--- src/rtl/fruit_pkg.sv ---
// Shared screen geometry and mover state type for the question-mark sprite motion controller.
package fruit_pkg;

  localparam int SCREEN_W = 640;
  localparam int SCREEN_H = 480;
  localparam int SPR_W    = 40;
  localparam int SPR_H    = 56;
  // Rightmost legal sprite origin; the glyph box must stay fully on screen.
  localparam int X_MAX    = SCREEN_W - SPR_W;

  typedef enum logic [1:0] {IDLE, DELAY, FLIGHT} mover_state_t;

  // Map a raw LFSR value onto the launch column range 40..551.
  function automatic logic [9:0] lfsr_launch_x(input logic [9:0] q);
    return {1'b0, q[8:0]} + 10'd40;
  endfunction

endpackage

--- src/rtl/question_mover_lfsr10.sv ---
// 10-bit free-running Fibonacci LFSR (taps 10,7), seed 10'h001 on reset.
// Only built when QUESTION_LFSR_EN is defined; the default build has no LFSR logic.
`ifdef QUESTION_LFSR_EN
module lfsr10 (
  input  logic       clk,
  input  logic       rst,
  output logic [9:0] q
);

  logic [9:0] q_q, q_d;

  // Next value: shift left, feedback from bits 10 and 7 enters at the LSB
  always_comb begin
    q_d = {q_q[8:0], q_q[9] ^ q_q[6]};
  end

  // State register, steps every clock
  always_ff @(posedge clk) begin
    if (rst) q_q <= 10'h001;
    else     q_q <= q_d;
  end

  assign q = q_q;

endmodule
`endif

--- src/rtl/question_mover.sv ---
// Per-frame motion controller for the question-mark sprite: toss up from the bottom edge,
// decelerate under gravity, bounce off the side walls, end on hit or on exit at the bottom.
// Optional QUESTION_LFSR_EN: launch column taken from a free-running LFSR instead of LAUNCH_X.
module question_mover #(
  parameter int V0       = 14,
  parameter int GRAV_DIV = 2,
  parameter int VX       = 2,
  parameter int DELAY_FR = 60,
  parameter int LAUNCH_X = 300
) (
  input  logic       clk,
  input  logic       rst,
  input  logic       frame_tick,
  input  logic       start,
  input  logic       hit,
  output logic [9:0] x0,
  output logic [9:0] y0,
  output logic       en,
  output logic       busy,
  output logic       hit_ack,
  output logic       missed
);
  import fruit_pkg::*;

  localparam int FC_W = (DELAY_FR > 1) ? $clog2(DELAY_FR) : 1;
  localparam int GC_W = (GRAV_DIV > 1) ? $clog2(GRAV_DIV) : 1;
  localparam logic signed [10:0] Y_EXIT = 11'(SCREEN_H);
  localparam logic signed [10:0] X_LIM  = 11'(X_MAX);

  mover_state_t      state_q, state_d;
  logic [FC_W-1:0]   fc_q, fc_d;
  logic [GC_W-1:0]   gc_q, gc_d;
  logic signed [7:0] vy_q, vy_d;
  logic signed [7:0] vx_q, vx_d;
  logic [9:0]        x_q, x_d;
  logic [9:0]        y_q, y_d;
  logic              hit_ack_q, hit_ack_d;
  logic              missed_q, missed_d;

  logic [9:0]         launch_x;
  logic signed [10:0] y_upd, x_upd;

`ifdef QUESTION_LFSR_EN
  logic [9:0] lfsr_val;

  lfsr10 u_lfsr (
    .clk (clk),
    .rst (rst),
    .q   (lfsr_val)
  );

  assign launch_x = lfsr_launch_x(lfsr_val);
`else
  assign launch_x = 10'(LAUNCH_X);
`endif

  // Candidate positions for this frame, in 11-bit signed so under/overflow is visible
  assign y_upd = $signed({1'b0, y_q}) - $signed({{3{vy_q[7]}}, vy_q});
  assign x_upd = $signed({1'b0, x_q}) + $signed({{3{vx_q[7]}}, vx_q});

  // Next-state and datapath update; everything holds unless a rule below fires
  always_comb begin
    state_d   = state_q;
    fc_d      = fc_q;
    gc_d      = gc_q;
    vy_d      = vy_q;
    vx_d      = vx_q;
    x_d       = x_q;
    y_d       = y_q;
    hit_ack_d = 1'b0;
    missed_d  = 1'b0;

    case (state_q)
      IDLE: begin
        if (start) begin
          state_d = DELAY;
          fc_d    = '0;
        end
      end

      DELAY: begin
        if (frame_tick) begin
          if (fc_q == FC_W'(DELAY_FR - 1)) begin
            state_d = FLIGHT;
            x_d     = launch_x;
            y_d     = 10'(SCREEN_H);
            vy_d    = 8'(V0);
            gc_d    = '0;
            // Toss toward the far side of the screen
            vx_d    = (launch_x < 10'(SCREEN_W / 2)) ? 8'(VX) : -8'(VX);
          end else begin
            fc_d = fc_q + 1'b1;
          end
        end
      end

      FLIGHT: begin
        if (hit) begin
          // Slice takes priority over any motion or exit this cycle
          state_d   = IDLE;
          hit_ack_d = 1'b1;
        end else if (frame_tick) begin
          if (gc_q == GC_W'(GRAV_DIV - 1)) begin
            vy_d = vy_q - 8'sd1;
            gc_d = '0;
          end else begin
            gc_d = gc_q + 1'b1;
          end

          if (vy_q[7] && (y_upd >= Y_EXIT)) begin
            y_d      = 10'(SCREEN_H);
            missed_d = 1'b1;
            state_d  = IDLE;
          end else if (y_upd < 0) begin
            // Pinned at the top edge: stop rising, gravity restarts from rest
            y_d  = '0;
            vy_d = '0;
          end else begin
            y_d = y_upd[9:0];
          end

          if (x_upd > X_LIM) begin
            x_d  = 10'(X_MAX);
            vx_d = -vx_q;
          end else if (x_upd < 0) begin
            x_d  = '0;
            vx_d = -vx_q;
          end else begin
            x_d = x_upd[9:0];
          end
        end
      end

      default: state_d = IDLE;
    endcase
  end

  // State and output registers with synchronous reset
  always_ff @(posedge clk) begin
    if (rst) begin
      state_q   <= IDLE;
      fc_q      <= '0;
      gc_q      <= '0;
      vy_q      <= '0;
      vx_q      <= '0;
      x_q       <= 10'(LAUNCH_X);
      y_q       <= 10'(SCREEN_H);
      hit_ack_q <= 1'b0;
      missed_q  <= 1'b0;
    end else begin
      state_q   <= state_d;
      fc_q      <= fc_d;
      gc_q      <= gc_d;
      vy_q      <= vy_d;
      vx_q      <= vx_d;
      x_q       <= x_d;
      y_q       <= y_d;
      hit_ack_q <= hit_ack_d;
      missed_q  <= missed_d;
    end
  end

  assign x0      = x_q;
  assign y0      = y_q;
  assign en      = (state_q == FLIGHT);
  assign busy    = (state_q != IDLE);
  assign hit_ack = hit_ack_q;
  assign missed  = missed_q;

endmodule
--- config.mk ---
export PLATFORM = sky130hd
export DESIGN_NAME = question_mover
export DESIGN_NICKNAME = d
export VERILOG_FILES = /design/src/rtl/fruit_pkg.sv /design/src/rtl/question_mover_lfsr10.sv /design/src/rtl/question_mover.sv
export SDC_FILE = /design/constraint.sdc
export NUM_CORES = 1
export LEC_CHECK = 0
export ABC_AREA = 1
export CORE_ASPECT_RATIO = 0.9
export CORE_MARGIN = 1.5
export CORE_UTILIZATION = 63
export CTS_CLUSTER_SIZE = 40
export DETAILED_ROUTE_END_ITERATION = 6
export HOLD_SLACK_MARGIN = 0.03
export MAX_ROUTING_LAYER = met4
export PLACE_DENSITY = 0.95
export SETUP_SLACK_MARGIN = 0.15
export SLEW_MARGIN = 30
export SYNTH_ARGS = -nofsm -noshare
export SYNTH_HDL_FRONTEND = slang
export SYNTH_SLANG_ARGS = --single-unit
--- constraint.sdc ---
create_clock -name clk -period 6.4 [get_ports clk]
set_input_delay 0.64 -clock clk [delete_from_list [all_inputs] [get_ports clk]]
set_output_delay 0.64 -clock clk [all_outputs]
set_load 0.01 [all_outputs]
---- Word-level counts from Yosys, hierarchy flattened ----
Cells that the tools add are included.
cells by class
  add/sub/neg operators ................... 6
  magnitude comparators ................... 4
  equality and inequality tests ........... 12
  muxes and demuxes ....................... 48
  bitwise operators ....................... 2
  reductions and logical operators ........ 11
operator list
  operator                                                                  number
  10-bit two-way mux                                                        12
  8-bit two-way mux                                                         13
  10-bit case mux with 2 select lines                                       2
  8-bit case mux with 2 select lines                                        2
  11-bit by 1-bit < comparator with 1-bit output (second input constant)    2
  6-bit two-way mux                                                         3
  2-bit two-way mux                                                         6
  2-bit != test (second input constant)                                     6
  6-bit case mux with 2 select lines                                        1
  11-bit by 8-bit adder with 11-bit output                                  1
  11-bit by 10-bit >= comparator with 1-bit output (second input constant)  1
  11-bit greater-than comparator (second input constant)                    1
  11-bit by 8-bit subtractor with 11-bit output                             1
  5-bit AND reduction                                                       2
  8-bit negation                                                            1
  8-bit by 2-bit subtractor with 8-bit output (second input constant)       1
  1-bit two-way mux                                                         7
  6-bit by 1-bit adder with 6-bit output (second input constant)            1
  6-bit equality test (second input constant)                               1
  2-bit case mux with 3 select lines                                        1
  6-bit AND reduction                                                       1
  2-bit nonzero test                                                        3
  4-bit AND reduction                                                       1
  4-bit OR reduction                                                        1
  11 further kinds                                                          12
storage, ports and cells
  register bits ........................... 47

---- Depth between registers and ports, before layout ----
  word-level depth ........................ 7
  mapped depth ............................ 17

---- Least setup slack after synthesis ----
No wires, ideal clock.
  path type ............................... flip-flop to flip-flop
  from .................................... reg y_q[0], in the netlist y0[0]
  to ...................................... reg y_q[6], in the netlist y0[6]
  library setup time ...................... 0.116 ns
  arrival ................................. 1.912 ns
  setup slack ............................. 4.372 ns
  stages on the path, launching flop included .. 18
  buffers on the path ..................... 1
  period minus slack after synthesis ...... 2.028 ns
  cells stage by stage .................... dfxtp_1 -> inv_1 -> ha_1 -> inv_1 -> fa_1 -> nand3_1 -> nand3_1 -> nand3_1 -> nand2_1 -> nand2_1 -> nand2_1 -> nand3_1 -> nand2_1 -> nand2_2 -> buf_6 -> o21ai_2 -> o21ai_1 -> nand2_1
between the ends
  longest elaborated chain between the ends .. 7
RTL lines
  what                                                                                                                line                                          source
  start, declared                                                                                                     question_mover.sv:36                          logic [9:0] y_q, y_d;
  start signal, assigned                                                                                              question_mover.sv:147                         y_q <= 10'(SCREEN_H);
  start signal, assigned                                                                                              question_mover.sv:157                         y_q <= y_d;
  11-bit by 8-bit subtractor with 11-bit output (*)                                                                   question_mover.sv:58                          assign y_upd = $signed({1'b0, y_q}) - $signed({{3{vy_q[7]}}, vy_q});
  11-bit by 1-bit < comparator with 1-bit output or 11-bit by 10-bit >= comparator with 1-bit output (tied branches)  question_mover.sv:114, question_mover.sv:110
  10-bit two-way mux or 1-bit logical AND (tied branches)                                                             question_mover.sv:114, question_mover.sv:110
  10-bit two-way mux (*)                                                                                              question_mover.sv:110                         if (vy_q[7] && (y_upd >= Y_EXIT)) begin
  10-bit two-way mux (*)                                                                                              question_mover.sv:102                         end else if (frame_tick) begin
  10-bit two-way mux (*)                                                                                              question_mover.sv:98                          if (hit) begin
  10-bit case mux with 2 select lines (*)                                                                             question_mover.sv:73                          case (state_q)
Every way passes the cells marked *; elsewhere a longest branch is shown, timed or not. The select of a mux whose other input is x is not followed.
A chain may end at the register's enable or synchronous reset.

---- Final worst setup path ----
  from .................................... reg state_q[0]
  to ...................................... reg vy_q[0]
between the ends
  longest elaborated chain between the ends .. 3
RTL lines
  what                                                                                   line                   source
  start, declared                                                                        question_mover.sv:30   mover_state_t state_q, state_d;
  start signal, assigned                                                                 question_mover.sv:151  state_q <= state_d;
  2-bit equality test or 2-bit by 1-bit equality test with 1-bit output (tied branches)  question_mover.sv:73
  2-bit != test (no source line) or 2-bit nonzero test (tied branches)                   n/a
  5-bit AND reduction (no source line)                                                   n/a
  end signal, assigned                                                                   question_mover.sv:154  vy_q <= vy_d;
  end, declared                                                                          question_mover.sv:33   logic signed [7:0] vy_q, vy_d;
Several ways; a longest one is shown, not always the timed one.

==> metrics.md <==
| Metric | Value |
|---|---|
| Crit Path Category | reg -> reg |
| Post-route fraction of the period consumed by the critical path | 0.515 |
| Switching power | between 500 and 600 uW |
| Run status | complete, no violations |
| Relative slew margins | 0.583 |
| Synthesized instance count | ~500 |
| Number of CTS-inserted buffers | 5 |
| Slowest cell delay on critical path | a little over 0.4 ns |
| Hold-fix buffer count after cts | 0 |
| TritonCTS clock tree | built |
| First-pass GRT wire length | around 14000 um |
| Cells resized by post-CTS repair | 0 |
| Gp weighted congestion | ~0.96 |
| Fin Clk Skew | ~0.0095 ns |
| Synth Area in XOR/XNOR | 0.0420 |
| Via count | about 3500 |
| Leakage power of the design | 1.71 nW |
| Net count after synthesis | roughly 540 |
| Fraction of synthesized area in multiplexers | 0 |
| Pin count of the biggest net entering global routing | 33 |
| Post-detailed-routing wire length | between 8000 and 9000 um |
| Layout Utilization | 0.757 |
| Fillcell total | 355 |
| Final critical delay including setup and external delays | 3.30 ns |
| Post-synthesis compound-gate area fraction | 0.132 |
| Worst Path Required | around 6.6 ns |
| Clock latency on the worst-skew pair | around 0.31 ns |
| Number of iterations in the first detailed-routing pass | 5 |
| Synthesized-area fraction occupied by adder cells | 0.108 |
| Netlist area before placement | 0.00331 sq mm |
| CP endpoint kind | flip-flop |
| Horiz. Die Dim | between 70 and 80 um |
| Setup violators final | 0 |
| Number of remaining DRC errors | 0 |
| Dominant combinational cell family by area after synthesis | simple AND/OR/NAND/NOR gates |
| Startpoint type of the worst setup path | flip-flop |
| Post-synthesis share of cell area spent on and, or, nand and nor gates | 0.346 |
| Master cell of the clock root buffer | clkbuf_8 |
| Hold/Removal Path Class | reg -> reg |
| Via count of the first global-routing pass | around 3200 |
| MaxCap Viol Count | 0 |
| Die boundary height | 71.7 um |
| Initial antenna violation count | 0 |
| Final Hold Vio Count | 0 |
| CTS H-Tree Depth | 2 |
| Number of antenna diodes | 0 |
| Count of unique library cells instantiated by Yosys | 37 |
| DP Wirelength | between 6000 and 7000 um |
| Post-synth EDFFs | 0 |
| Global Route Usage Sum | 0.326 |
| Detailed router's first-iteration violation count | 368 |
| Setup total negative slack | 0 ns |
| RSZ-0062 raised after global routing | false |
| Critical path buffer and inverter count | 3 |
| Global-route congestion overflow total | 0 |
| Overall power after layout | 1.32 mW |
| Die ar. | about 0.0057 sq mm |
| Highest fanout seen on the critical path | 25 |
| Slew @ Worst Pin | about 0.63 ns |
| Fraction of layout instances using a drive strength above 1 | 0.0664 |
| Vias per inst | about 5.9 |
| Effective utilization at floorplan | 0.667 |
| Total count of max-transition violations in the final report | 0 |
| Average wire length per cell after detail routing | approximately 15 um |
| Standard cell with the maximum stage delay on the critical path | inv_2 |
| Logic gate share of total power | 0.522 |
| Share of total power in the clock network | 0.206 |
| Cell family with the largest share of critical-path delay | simple AND/OR/NAND/NOR gates |
| Cells along the critical path | inv_1 > ha_1 > inv_1 > nor2_1 > nor3b_2 > nand2_2 > inv_2 > nand2_1 > nor2_2 > o21ai_1 > a21oi_1 |
| Total power per unit cell area | approximately 350 mW/mm^2 |
| Worst EP arrival | 3.54 ns |
| Area added between synthesis and finish | 13.4% |
| Number of register bits inferred by synthesis | 46 |
| Sink Count | 46 |
| PnR worst setup slack | about 3.1 ns |
| Commonest register cell after synthesis | dfxtp_1 |
| Count of port buffers added during placement | 28 |
| I/O pins | 29 |
| Maximum VDD drop | about 370 uV |
| Fmax achieved | ~0.3 GHz |
| Average cell area after synthesis | approximately 6.6 sq um |
| Proportion of synthesized chip area in sequential cells | 0.278 |
| Sequential power share | 0.272 |
| Total core area | 0.00495 sq mm |
| Most frequent cell on the critical path | inv_1 |
| Clock edge transition at the registers on the reported setup and hold paths | 0.09 ns |
| Total setup buffers inserted after CTS | 0 |
| Number of buffers on the longest clock path | 2 |
| Final net count | 559 |
| Worst slack at placement | 3.11 ns |
| Ys Warns | 0 |
| Power Internal | 725 uW |
| Row Count | 24 |
| Fraction of power spent switching nets | 0.449 |
| Fraction of registers with async set/reset | 0 |
| Count of nets left with antenna violations after detail routing | 0 |
flip-flops by register name, indices dropped and copies added, names as in the netlist:
register,flops
missed,1
y0,10
vx_q,7
vy_q,8
gc_q,1
hit_ack,1
x0,10
state_q,2
fc_q,6
power groups by stage:
stage | sequential (mW) | combinational [mW] | clock [mW]
final | 0.358 | 0.687 | 0.271
after global routing | 0.361 | 0.752 | 0.282
after CTS | 0.357 | 0.669 | 0.269
after detailed placement | 0.363 | 0.655 | 0
after global placement | 0.361 | 0.629 | 0
after floorplan | 0.361 | 0.495 | 0
path summary, 6_finish.rpt:
check	from	endpoint	slack [ns]	cells after the start
max	state_q[0]	vy_q[0]	3.10	11
min	x0[0]	x0[0]	0.48	2
max reg2reg	state_q[0]	vy_q[0]	3.10	11
min reg2reg	x0[0]	x0[0]	0.48	2
through the flow:
| step | hold slack (ns) | cell area (sq um) | cells |
|---|---|---|---|
| floorplan | 0.456 | 3310 | 502 |
| global placement | 0.454 | 3610 | 584 |
| detailed placement | 0.482 | 3610 | 584 |
| CTS | 0.496 | 3750 | 592 |
| global route | 0.514 | 3750 | 592 |
| finish | 0.485 | 3750 | 592 |
cell usage in the layout (no fill, tap or decap), types with 12 or more instances in the layout:
master             n
a21oi_1           49
clkdlybuf4s50_1   28
dfxtp_1           46
ha_1              27
inv_1             63
nand2_1          134
nand2_2           13
nand3_1           37
nor2_1            43
o21ai_0           21
xor2_1            12
synth_stat cells, types with 2 or more instances:
cell      count  area, sq um
nand2_1     134          503
inv_1        63          236
a21oi_1      49          245
dfxtp_1      46          921
nor2_1       43          161
nand3_1      37          185
ha_1         27          338
o21ai_0      21          105
nand2_2      13         81.3
xor2_1       12          105
clkbuf_1      8         30.0
nand3b_1      7         52.6
nand4_1       6         37.5
nor3_1        4         20.0
nand3_2       3         30.0
nor2_2        3         18.8
o21ai_1       3         15.0
buf_4         2         15.0
buf_6         2         22.5
xnor2_1       2         17.5
kinds of logic (layout without fill, tap and decap cells):
group,count (synthesis),in the layout
xor+xnor,15,15
buf+inv,76,101
fa+ha+maj,28,28
compound gates,82,82
flops,46,46
simple gates,255,255
layout make-up:
cell class	instances	area, sq um	share of cell area
sequential	46	921	0.245
tap	65	81.3	0.0217
clock inverter	2	60.1	0.0160
timing repair buffer	29	288	0.0767
multi-input combinational	380	2080	0.554
inverter	64	240	0.0640
clock buffer	6	82.6	0.0220
per-layer routing:
layer  GRT usage  share of wire  vias up  wire, um
li1            -              -     1674         -
met1       0.422           0.43     1573      3730
met2       0.524           0.46      199      3970
met3      0.0510          0.084       32       729
met4       0.101          0.029        0       248
met5           -              0        -         0
worst reg2reg max path, cell delays in order (launching register included):
cell and delay, ns:
dfxtp_1 0.40, inv_1 0.11, ha_1 0.40, inv_1 0.37, nor2_1 0.12, nor3b_2 0.19, nand2_2 0.34, inv_2 0.42
nand2_1 0.17, nor2_2 0.41, o21ai_1 0.16, a21oi_1 0.16
Power figures use the tool's default switching activity.
